### src/rtl/serial_add_pkg.sv
// Shared types and constants for the serial 2-bit-slice adder.
// Latency: n/a (package only).
// Backpressure: n/a (package only).
package serial_add_pkg;

  // Number of operand bits consumed per RUN cycle.
  localparam int SLICE_W = 2;

  typedef enum logic [1:0] {
    IDLE = 2'd0,
    RUN  = 2'd1,
    DONE = 2'd2
  } state_t;

endpackage

### src/rtl/adder2.sv
// 2-bit ripple adder cell: {Cout, SUM} = A + B + Cin.
// Latency: combinational, zero cycles.
// Backpressure: none (pure logic).
//
// Ports:
//   A, B  2-bit addends
//   Cin   carry into bit 0
//   SUM   2-bit sum
//   Cout  carry out of bit 1
module adder2 (
  input  logic [1:0] A,
  input  logic [1:0] B,
  input  logic       Cin,
  output logic [1:0] SUM,
  output logic       Cout
);

  logic c0;

  // Explicit ripple through bit 0 into bit 1.
  assign SUM[0] = A[0] ^ B[0] ^ Cin;
  assign c0     = (A[0] & B[0]) | (Cin & (A[0] ^ B[0]));
  assign SUM[1] = A[1] ^ B[1] ^ c0;
  assign Cout   = (A[1] & B[1]) | (c0 & (A[1] ^ B[1]));

endmodule

### src/rtl/serial_add_seq.sv
// Serial adder: sums one WIDTH-bit word two bits per cycle, LSB slice first.
// Latency: out_valid rises WIDTH/2 clock edges after the edge accepting a word.
// Backpressure: one word in flight; in_ready only in IDLE, result held until out_ready.
//
// Ports:
//   clk, rst_n           clock, synchronous active-low reset
//   in_valid/in_ready    operand handshake; in_a, in_b, in_cin captured on accept
//   out_valid/out_ready  result handshake; out_sum, out_cout stable while waiting
//   out_ovf              signed overflow, only when SERIAL_ADD_OVF_EN is defined
module serial_add_seq
  import serial_add_pkg::*;
#(
  parameter int WIDTH = 8
) (
  input  logic             clk,
  input  logic             rst_n,
  input  logic             in_valid,
  output logic             in_ready,
  input  logic [WIDTH-1:0] in_a,
  input  logic [WIDTH-1:0] in_b,
  input  logic             in_cin,
  output logic             out_valid,
  input  logic             out_ready,
  output logic [WIDTH-1:0] out_sum,
  output logic             out_cout
`ifdef SERIAL_ADD_OVF_EN
  ,
  output logic             out_ovf
`endif
);

  localparam int NSLICE = WIDTH / SLICE_W;
  localparam int CW     = (NSLICE > 1) ? $clog2(NSLICE) : 1;
  localparam logic [CW-1:0] LAST = CW'(NSLICE - 1);

  state_t             state, state_nxt;
  logic [WIDTH-1:0]   a_sr;
  logic [WIDTH-1:0]   b_sr;
  logic [WIDTH-1:0]   a_nxt;
  logic               carry;
  logic [CW-1:0]      cnt;
  logic [SLICE_W-1:0] s_slice;
  logic               c_slice;
  logic               accept;
  logic               run_last;

`ifdef SERIAL_ADD_OVF_EN
  logic a_msb;
  logic b_msb;
`endif

  adder2 u_add (
    .A    (a_sr[SLICE_W-1:0]),
    .B    (b_sr[SLICE_W-1:0]),
    .Cin  (carry),
    .SUM  (s_slice),
    .Cout (c_slice)
  );

  // The A shift register doubles as the result register: every consumed
  // slice frees the top SLICE_W positions, which the new sum slice fills.
  // After NSLICE shifts it holds the complete sum.
  if (WIDTH > SLICE_W) begin : g_wide
    assign a_nxt = {s_slice, a_sr[WIDTH-1:SLICE_W]};
  end else begin : g_narrow
    assign a_nxt = s_slice;
  end

  assign accept   = in_ready && in_valid;
  assign run_last = (state == RUN) && (cnt == LAST);

  always_ff @(posedge clk) begin
    if (!rst_n) begin
      state <= IDLE;
    end else begin
      state <= state_nxt;
    end
  end

  always_comb begin
    state_nxt = state;
    in_ready  = 1'b0;
    out_valid = 1'b0;
    case (state)
      IDLE: begin
        in_ready = 1'b1;
        if (in_valid) state_nxt = RUN;
      end
      RUN: begin
        if (cnt == LAST) state_nxt = DONE;
      end
      DONE: begin
        out_valid = 1'b1;
        if (out_ready) state_nxt = IDLE;
      end
      default: state_nxt = IDLE;
    endcase
  end

  always_ff @(posedge clk) begin
    if (!rst_n) begin
      a_sr     <= '0;
      b_sr     <= '0;
      carry    <= 1'b0;
      cnt      <= '0;
      out_sum  <= '0;
      out_cout <= 1'b0;
`ifdef SERIAL_ADD_OVF_EN
      a_msb    <= 1'b0;
      b_msb    <= 1'b0;
      out_ovf  <= 1'b0;
`endif
    end else if (accept) begin
      a_sr  <= in_a;
      b_sr  <= in_b;
      carry <= in_cin;
      cnt   <= '0;
`ifdef SERIAL_ADD_OVF_EN
      a_msb <= in_a[WIDTH-1];
      b_msb <= in_b[WIDTH-1];
`endif
    end else if (state == RUN) begin
      a_sr  <= a_nxt;
      b_sr  <= b_sr >> SLICE_W;
      carry <= c_slice;
      cnt   <= cnt + 1'b1;
      // Outputs update only when the word completes, so they keep the
      // previous result through IDLE and RUN.
      if (run_last) begin
        out_sum  <= a_nxt;
        out_cout <= c_slice;
`ifdef SERIAL_ADD_OVF_EN
        out_ovf  <= (a_msb == b_msb) && (a_nxt[WIDTH-1] != a_msb);
`endif
      end
    end
  end

endmodule

### config.mk
export PLATFORM = sky130hd
export DESIGN_NAME = serial_add_seq
export DESIGN_NICKNAME = d
export VERILOG_FILES = /design/src/rtl/serial_add_pkg.sv /design/src/rtl/adder2.sv /design/src/rtl/serial_add_seq.sv
export SDC_FILE = /design/constraint.sdc
export NUM_CORES = 1
export LEC_CHECK = 0
export ABC_AREA = 1
export CORE_MARGIN = 2
export CORE_UTILIZATION = 54
export DETAILED_ROUTE_END_ITERATION = 6
export PLACE_DENSITY = 0.84
export SYNTH_ARGS = -nofsm -noshare
export SYNTH_HDL_FRONTEND = slang
export SYNTH_HIERARCHICAL = 1
export SYNTH_SLANG_ARGS = --single-unit
export TNS_END_PERCENT = 30
### constraint.sdc
create_clock -name clk -period 2.8 [get_ports clk]
set_input_delay 0.28 -clock clk [delete_from_list [all_inputs] [get_ports clk]]
set_output_delay 0.28 -clock clk [all_outputs]
set_load 0.02 [all_outputs]
==> flow_metrics.env, run 1 <==
export IMPL_synthFlopType="dfxtp_1"
export IMPL_synth_top_area_cell="dfxtp_1"
export IMPL_io_pins=32
export IMPL_core_area_um2=2734
export IMPL_path_class="register to output port"
export IMPL_clk_latency_ns=0.35
export IMPL_syn_area_um2=1529
export IMPL_first_iter_violations=50
export IMPL_avgSynthCellArea_um2=7.178
export IMPL_drive_gt1_share_pct=11.16
export IMPL_multi_input_area_um2=730.7
export IMPL_nFillCells=252
export IMPL_initial_core_util_pct=55.93
export IMPL_p_seq_share_pct=52.7
export IMPL_cp_startpoint="state[0]"
export IMPL_antenna_found_initial=0
export IMPL_ys_top_cells_by_area="dfxtp_1, nand2_1, nand3_1"
export IMPL_report_final_slew_viol_count=0
export IMPL_ys_async_sr_fraction_pct=0
export IMPL_dr_wl_met2_mm=1.456
export IMPL_gp_congestion=0.7919
export IMPL_design_die_area_um2=3273
export IMPL_maxCapViolations=0
export IMPL_grt_pass1_vias=1277
export IMPL_gr_total_overflow=0
export IMPL_synth_compound_area_share_pct=10.72
export IMPL_r2r_end="out_sum[2]"
export IMPL_whs_ns=0.4655
export IMPL_synth_simple_area_share_pct=33.06
export IMPL_synth_cell_type_count=21
export IMPL_yosysTopAreaCellShare_pct=39.28
export IMPL_post_drt_wl_per_cell_um=11.46
export IMPL_cp_arrival_ns=1.95
export IMPL_clkTransAtPathRegs_ns=0.10
export IMPL_cts_sinks=30
export IMPL_drcViolationCount=0
export IMPL_reg2reg_depth=5
export IMPL_synth_adder_area_share_pct=3.437
export IMPL_wl_met3_um=146
export IMPL_ys_ff_latch=30
export IMPL_clk_path_buf_depth=2
export IMPL_grt_pass1_wl_mm=5.375
export IMPL_worst_slack_ns=0.5729
export IMPL_finalHoldViolCount=0
export IMPL_top_layer="met4"
export IMPL_muxShareOfSynthArea_pct=0
export IMPL_cellPowerDensity_nw_per_um2=477.0
export IMPL_ys_warn_count=6
export IMPL_r2r_setup_slack_ns=1.06
export IMPL_r2r_start="state[0]"
export IMPL_worst_setup_path_start_kind="register"
export IMPL_crit_path_max_fanout=17
export IMPL_cellInternalPower_uw=634.1
export IMPL_diodes=0
export IMPL_tightestPinTransition_ns=0.6471
export IMPL_io_buffers=31
export IMPL_h_tree_depth=2
export IMPL_cts_buffers=5
export IMPL_grt_max_degree=28
export IMPL_path_cells="nor2_4 -> clkdlybuf4s50_1"
export IMPL_cts_root_buf="clkbuf_4"
export IMPL_cp_required_ns=2.52
export IMPL_ctsResizeCount=0
export IMPL_fin_setup_tns_ns=0
export IMPL_switching_power_uw=253.3
export IMPL_clkPwrFrac_pct=30.8
export IMPL_leakagePower_uw=0.0008245
export IMPL_hpwl_mm=2.161
export IMPL_slew_limit_headroom_pct=56.80
export IMPL_crit_path_end_kind="output port"
export IMPL_irDropWorstVdd_v=0.0004403
export IMPL_period_share_pct=79.54
export IMPL_wl_mm=3.129
export IMPL_dp_worst_setup_slack_ns=0.9625
export IMPL_yosysSeqAreaShare_pct=39.28
export IMPL_cts_tree="yes"
export IMPL_vias_per_cell=5.004
export IMPL_via_count=1366
export IMPL_drtPass1Iterations=5
export IMPL_finalSetupViolations=0
export IMPL_synth_top_family_by_area="simple AND/OR/NAND/NOR gates"
export IMPL_pwr_share_comb_pct=16.5
export IMPL_area_delta_synth_final_pct=21.69
export IMPL_critPathCapture="in_ready"
export IMPL_finalClockSkew_ns=0.01275
export IMPL_synth_xor_area_share_pct=0.5728
export IMPL_nets=265
export IMPL_synthCells=213
export IMPL_cp_depth=2
export IMPL_drt_met1_wl_mm=1.441
export IMPL_p_sw_share_pct=28.55
export IMPL_finalCriticalPeriod_ns=2.227
export IMPL_ant_nets=0
export IMPL_path_buf_inv=1
export IMPL_die_w_um=57.21
export IMPL_cp_slowest_stage_delay_ns=0.68
export IMPL_rsz0062_at_grt="no"
export IMPL_grt_usage_pct=21.80
export IMPL_synthesis_nets=237
export IMPL_postCtsSetupBuffers=0
export IMPL_seq_area_um2=600.6
export IMPL_row_count=19
export IMPL_synth_edff_count=0
export IMPL_critPathTopFamily="buffers and inverters"
export IMPL_hold_class="register to register"
export IMPL_outcome="completed"
export IMPL_max_freq_mhz=449.0
export IMPL_critPathSlowestCell="clkdlybuf4s50_1"
export IMPL_fp_dieH_um=57.21
export IMPL_cts_hold_buf=0
==> power groups by stage <==
| stage | combinational [µW] | clock, µW | sequential [µW] |
|---|---|---|---|
| floorplan | 114 | 0 | 468 |
| global placement | 143 | 0 | 476 |
| detailed placement | 146 | 0 | 477 |
| CTS | 147 | 279 | 467 |
| global route | 164 | 299 | 472 |
| finish | 146 | 274 | 468 |
==> synthesized netlist by cell type, types with 2 or more instances <==
cell type / count
buf_4: 2
inv_1: 25
a21oi_1: 14
inv_2: 2
nor2_4: 3
dfxtp_1: 30
a21oi_2: 8
nand2_2: 4
nand3_1: 33
buf_2: 5
nor2_1: 14
buf_6: 3
nand2_1: 61
fa_1: 2
==> final cells by class <==
class,count,area share [%]
Clock buffer,7,2.959
Clock inverter,1,0.2690
Inverter,28,5.649
Multi-Input combinational cell,143,39.27
Sequential cell,30,32.28
Tap cell,31,2.085
Timing Repair Buffer,33,17.48
==> registers in the layout, indices dropped and copies added, names as in the netlist <==
register and cells:
carry 1, out_cout 1, a_sr 8, out_sum 8
cnt 2, state 2, b_sr 8
==> worst min-delay path by stage <==
stage,start,endpoint,depth (start not counted),slack [ns]
after detailed placement,out_cout,out_cout,2,0.45
final,out_cout,out_cout,2,0.47
after global routing,out_sum[1],out_sum[1],2,0.48
after global placement,out_cout,out_cout,2,0.45
after CTS,out_cout,out_cout,2,0.47
after floorplan,rst_n,state[0],1,0.40
==> worst reg2reg max path, stage by stage, from the launching register on <==
cell and delay [ns]:
dfxtp_1 0.75, inv_2 0.10, nor2_4 0.33, nand2_2 0.24, nand2_1 0.12, a21oi_1 0.07
==> layout by cell type, fill, tap and decap left out, drive strengths merged, types with 2 or more instances in the layout <==
cell            n
clkinv          2
nor2           17
clkbuf          7
dfxtp          30
buf             2
inv            27
clkdlybuf4s50  31
nand3          33
nand2          65
fa              2
a21oi          22
==> layer usage <==
metal / track usage (%) / vias to the layer above
li1: - / 721
met1: 25.96 / 593
met2: 35.47 / 44
met3: 4.762 / 8
met4: 13.95 / 0
met5: 0 / -
==> per-stage QoR <==
step / util (%) / instance area [µm²] / instances / power (µW)
2_1_floorplan: - / 1529 / 213 / 581.5
3_3_place_gp: 65.86 / 1800 / 265 / 619.0
3_5_place_dp: 65.86 / 1800 / 265 / 623.2
4_1_cts: 68.05 / 1861 / 273 / 892.8
5_1_grt: 68.05 / 1861 / 273 / 934.3
6_report: 68.05 / 1861 / 273 / 887.5
==> cells by family (layout without fill, tap and decap cells) <==
logic type                 Yosys count  after routing
xor gates and xnor gates             1              1
buffers and inverters               40             69
DFF                                 30             30
adders and majority gates            3              3
AOI/OAI and AO/OA                   24             24
and+or+nand+nor                    115            115
Note: power is estimated with default switching activity, not from simulation.
==> run 2: changes to the inputs <==
--- a/config.mk
+++ b/config.mk
@@ -7,9 +7,9 @@
 export LEC_CHECK = 0
 export ABC_AREA = 1
 export CORE_MARGIN = 2
-export CORE_UTILIZATION = 54
+export CORE_UTILIZATION = 50
 export DETAILED_ROUTE_END_ITERATION = 6
-export PLACE_DENSITY = 0.84
+export PLACE_DENSITY = 0.78
 export SYNTH_ARGS = -nofsm -noshare
 export SYNTH_HDL_FRONTEND = slang
 export SYNTH_HIERARCHICAL = 1
==> constraint.sdc (replaced) <==
create_clock -name clk -period 2.3 [get_ports clk]
set_input_delay 0.23 -clock clk [delete_from_list [all_inputs] [get_ports clk]]
set_output_delay 0.23 -clock clk [all_outputs]
set_load 0.02 [all_outputs]
==> flow_metrics.env, run 2 (synthesis results as in run 1) <==
export IMPL_use_met3_pct=6.114
export IMPL_rsz0062_at_grt="no"
export IMPL_whs_ns=0.4465
export IMPL_final_common_cell="nand2_1"
export IMPL_grt_max_degree=28
export IMPL_period_share_pct=86.52
export IMPL_antenna_found_initial=0
export IMPL_nFillCells=271
export IMPL_diodes=0
export IMPL_gr_total_overflow=0
export IMPL_r2r_start="a_sr[0]"
export IMPL_cts_hold_buf=0
export IMPL_met1_usage_pct=25.10
export IMPL_drcViolationCount=0
export IMPL_cts_root_buf="clkbuf_4"
export IMPL_cellPowerDensity_nw_per_um2=567.2
export IMPL_via_count=1330
export IMPL_crit_path_max_fanout=17
export IMPL_crit_path_end_kind="output port"
export IMPL_tightestPinTransition_ns=0.4894
export IMPL_cp_required_ns=2.07
export IMPL_irDropWorstVdd_v=0.0003127
export IMPL_core_area_um2=2978
export IMPL_finalSetupViolations=0
export IMPL_switching_power_uw=292.5
export IMPL_dp_worst_setup_slack_ns=0.5290
export IMPL_clk_path_buf_depth=2
export IMPL_grt_pass1_vias=1173
export IMPL_finalHoldViolCount=0
export IMPL_leakagePower_uw=0.0008245
export IMPL_initial_core_util_pct=51.34
export IMPL_cp_arrival_ns=1.76
export IMPL_fin_cells=274
export IMPL_p_sw_share_pct=27.70
export IMPL_grt_pass1_wl_mm=5.175
export IMPL_mostFrequentLayoutCells="nand2_1, nand3_1, clkdlybuf4s50_1"
export IMPL_report_final_slew_viol_count=0
export IMPL_clkPwrFrac_pct=29.1
export IMPL_fin_setup_tns_ns=0
export IMPL_drtPass1Iterations=4
export IMPL_gp_congestion=0.8591
export IMPL_fp_dieH_um=59.30
export IMPL_grt_usage_pct=19.87
export IMPL_p_seq_share_pct=53.5
export IMPL_ctsResizeCount=0
export IMPL_first_iter_violations=40
export IMPL_hp_start="in_b[6]"
export IMPL_hpwl_mm=2.146
export IMPL_pwr_share_comb_pct=17.4
export IMPL_outcome="completed"
export IMPL_max_freq_mhz=502.5
export IMPL_slew_limit_headroom_pct=67.25
export IMPL_maxCapViolations=0
export IMPL_worst_slack_ns=0.3101
export IMPL_row_count=20
export IMPL_cts_tree="yes"
export IMPL_largest_registers="a_sr x8, b_sr x8, out_sum x8"
export IMPL_hold_class="input pin to register"
export IMPL_io_pins=32
export IMPL_dp_cells=268
export IMPL_vias_per_cell=4.854
export IMPL_ant_nets=0
export IMPL_die_w_um=59.30
export IMPL_io_buffers=31
export IMPL_area_delta_synth_final_pct=21.77
export IMPL_finalCriticalPeriod_ns=1.990
export IMPL_path_class="register to output port"
export IMPL_cts_sinks=30
export IMPL_postCtsSetupBuffers=0
export IMPL_top_usage_layer="met2"
export IMPL_post_drt_wl_per_cell_um=11.33
export IMPL_worst_setup_path_start_kind="register"
export IMPL_cellInternalPower_uw=763.5
export IMPL_cts_buffers=5
export IMPL_wl_mm=3.105
export IMPL_clk_latency_ns=0.32
export IMPL_design_die_area_um2=3516
export IMPL_cp_startpoint="state[0]"
export IMPL_clkTransAtPathRegs_ns=0.09
export IMPL_finalClockSkew_ns=0.007301
export IMPL_drive_gt1_share_pct=11.20
export IMPL_grt_use_met2_pct=31.71
export IMPL_h_tree_depth=2
export IMPL_nets=266
## run 2: layer usage
metal | up-vias | wire length [µm]
met4 | 0 | 53
met2 | 30 | 1371
li1 | 720 | -
met5 | - | 0
met3 | 9 | 131
met1 | 571 | 1549
## run 2: final timing paths
path	to	slack, ns	cells past startpoint
max reg2reg	a_sr[7]	0.58	8
max	in_ready	0.31	2
min reg2reg	out_sum[0]	0.46	2
min	b_sr[6]	0.45	3
## run 2: area by class of cell
type	count	area [µm²]	share of cell area [%]
clock buffer	6	51.30	2.755
inverter	28	105.1	5.645
multi-input combinational	143	730.7	39.25
sequential	30	600.6	32.26
tap	33	41.29	2.218
timing repair buffer	34	332.8	17.88
## run 2: worst max-delay path, stage by stage (launching register included)
cell and delay, ns:
dfxtp_1 0.42, nor2_4 0.34, clkdlybuf4s50_1 0.68
## run 2: power groups by stage
stage	clock (µW)	sequential, µW	combinational, µW
floorplan	0	569	138
global placement	0	577	180
detailed placement	0	577	182
CTS	311	565	185
global route	326	569	208
finish	307	565	184
## run 2: stage by stage
stage | total power (µW) | util (%) | instance area, µm²
global placement | 757.1 | 60.80 | 1810
floorplan | 708.0 | - | 1529
global route | 1103 | 62.52 | 1862
detailed placement | 759.4 | 60.80 | 1810
finish | 1056 | 62.52 | 1862
CTS | 1061 | 62.52 | 1862
==> variant: new RTL, flow settings as in run 2 <==
Change the parameter `WIDTH` from 8 to 16.
--- a/src/rtl/serial_add_seq.sv
+++ b/src/rtl/serial_add_seq.sv
@@ -11,5 +11,5 @@
   import serial_add_pkg::*;
 #(
-  parameter int WIDTH = 8
+  parameter int WIDTH = 16
 ) (
   input  logic             clk,
Ports: changed (resized in_a, in_b and out_sum); port bits go from 32 to 56. No check against the original RTL was run, so the function may have changed too.
==> variant against run 2 <==
  * Sequential cell count is 25 higher
  * Wire length is 96% higher
  * Critical path type unchanged
  * Global-route usage is 2.0 points higher
  * Largest power group unchanged
  * Highest routed layer unchanged
  * Count of clock-buffer cells in the layout is 1 lower
  * Register-to-register slack worse by 0.03 ns
  * Power is 79% higher
  * Synthesized area is 72% higher
  * Design area is 77% higher
  * Worst setup slack worse by 0.13 ns
==> variant: results (changes against run 2) <==
* Post-synth top cells: nand2_1, nand3_1, dfxtp_1 (unchanged)
* Area contributors post-synth: dfxtp_1, nand2_1, nand3_1 (unchanged)
* Worst Hold Class: in -> reg (unchanged)
* Final hold slack at 0.464 ns (was 0.446 ns)
* Gr usage total at 0.219 (was 0.199)
* Share of post-route cells with drive strength above 1 at 0.0615 (was 0.112)
* 1st-iter DRT viols at 126 (was 40)
* HP Start: in_b[14] (was in_b[6])
* Top flop regs: a_sr: 16 flops, b_sr: 16 flops, out_sum: 16 flops (was a_sr: 8 flops, b_sr: 8 flops, out_sum: 8 flops)
* GPL Wtd Cong at 0.778 (was 0.859)
* R2R depth at 8 (unchanged)
* Sequential-to-total area share from yosys stat at 0.418 (was 0.393)
* Status: completed (unchanged)
* Nets@finish at 479 (was 266)
* Reg2Reg Capture Point: a_sr[15]$_SDFFE_PN0P_ (was a_sr[7]$_SDFFE_PN0P_)
* 1st-pass router iterations at 4 (unchanged)
* Final ANT Viol Nets at 0 (unchanged)
* First-pass GRT wire length at 10500 um (was 5180 um)
* Post-DR wirelength/cell at 12.0 um (was 11.3 um)
* Relative slew slack at 0.689 (was 0.673)
* Clk_skew at 0.00623 ns (was 0.00730 ns)
* Syn nets at 434 (was 237)
* Distinct cell type count of the synthesized netlist at 20 (was 21)
* PortBufs at 55 (was 31)
* Routed vias at 2545 (was 1330)
* Root buf cell: clkbuf_8 (was clkbuf_4)
* Hold endpoint: b_sr[14]$_SDFFE_PN0P_ (was b_sr[6]$_SDFFE_PN0P_)
* Lkg Pwr at 0.00143 uW (was 0.000824 uW)
* Clk slew on worst S/H paths at 0.09 ns (about the same)
* Area after DPL at 3210 um2 (was 1810 um2)
* Peak supply drop at 315 uV (was 313 uV)
* Arr. time, crit path at 1.89 ns (was 1.76 ns)
* Hold depth at 3 (unchanged)
* CP Max Fanout at 26 (was 17)
* Placed wire-length estimate at 4260 um (was 2150 um)
* Reg2Reg Setup Slack at 0.55 ns (was 0.58 ns)
* Post-CTS Resized at 0 (unchanged)
* Pin count of the biggest net entering global routing at 29 (was 28)
* Vias in the first global route at 2379 (was 1173)
variant: cell count changes after synthesis, moves of 3 or more:
cell,delta
clkbuf_1,+11
buf_2,+5
a21oi_1,+30
nand2_1,+60
clkinv_1,+5
buf_4,+3
nand3_1,+38
dfxtp_1,+25
a21oi_2,-7
nor2_1,+5
inv_1,+10
buf_6,-3
variant: how the worst max path moves through the flow:
stage                          startpoint  slack [ns]                    end
finish              state[1]$_SDFFE_PN0P_        0.18              out_valid
global route        state[1]$_SDFFE_PN0P_        0.14              out_valid
CTS                 state[1]$_SDFFE_PN0P_        0.19              out_valid
detailed placement  state[1]$_SDFFE_PN0P_        0.54              out_valid
global placement    state[1]$_SDFFE_PN0P_        0.57              out_valid
floorplan            a_sr[0]$_SDFFE_PN0P_        0.66  a_sr[15]$_SDFFE_PN0P_
variant: worst max-delay path: stages (launching register included):
cell             delay [ns]
dfxtp_1                0.46
inv_2                  0.24
nor2_1                 0.23
clkdlybuf4s50_1        0.64
variant: layout make-up:
class                      count  area (um2)
clock buffer                   5        68.8
multi-input combinational    267        1230
clock inverter                 3        20.0
timing repair buffer          65         626
inverter                      44         165
sequential                    55        1100
tap                           70        87.6
fill                         479        1800
variant: report_power, final:
part	total, uW	internal (uW)	switching, uW	leakage [uW]
combinational	312	139	173	0.000943
sequential	1040	1000	36.0	0.000450
clock	536	213	323	0.0000402
variant: through the flow:
stage	setup slack (ns)	utilization	cells	power [uW]
floorplan	0.655	-	393	1260
global placement	0.566	0.629	501	1360
detailed placement	0.536	0.629	501	1370
CTS	0.187	0.647	509	1890
global route	0.139	0.647	509	1990
finish	0.181	0.647	509	1890
variant: cells by family after synthesis:
kind of cell    count (synthesis)  synth area share
compound gates                 47            0.0931
xor+xnor                        1           0.00333
fa+ha+maj                       4            0.0247
buf+inv                        71             0.113
flops                          55             0.418
simple gates                  215             0.348
variant: per-layer routing:
layer,global-route usage,up-vias,routed length [um]
met5,0,-,0
met4,0.0764,0,84
met3,0.0391,7,286
met2,0.396,75,3040
met1,0.260,1138,2690
li1,-,1325,-
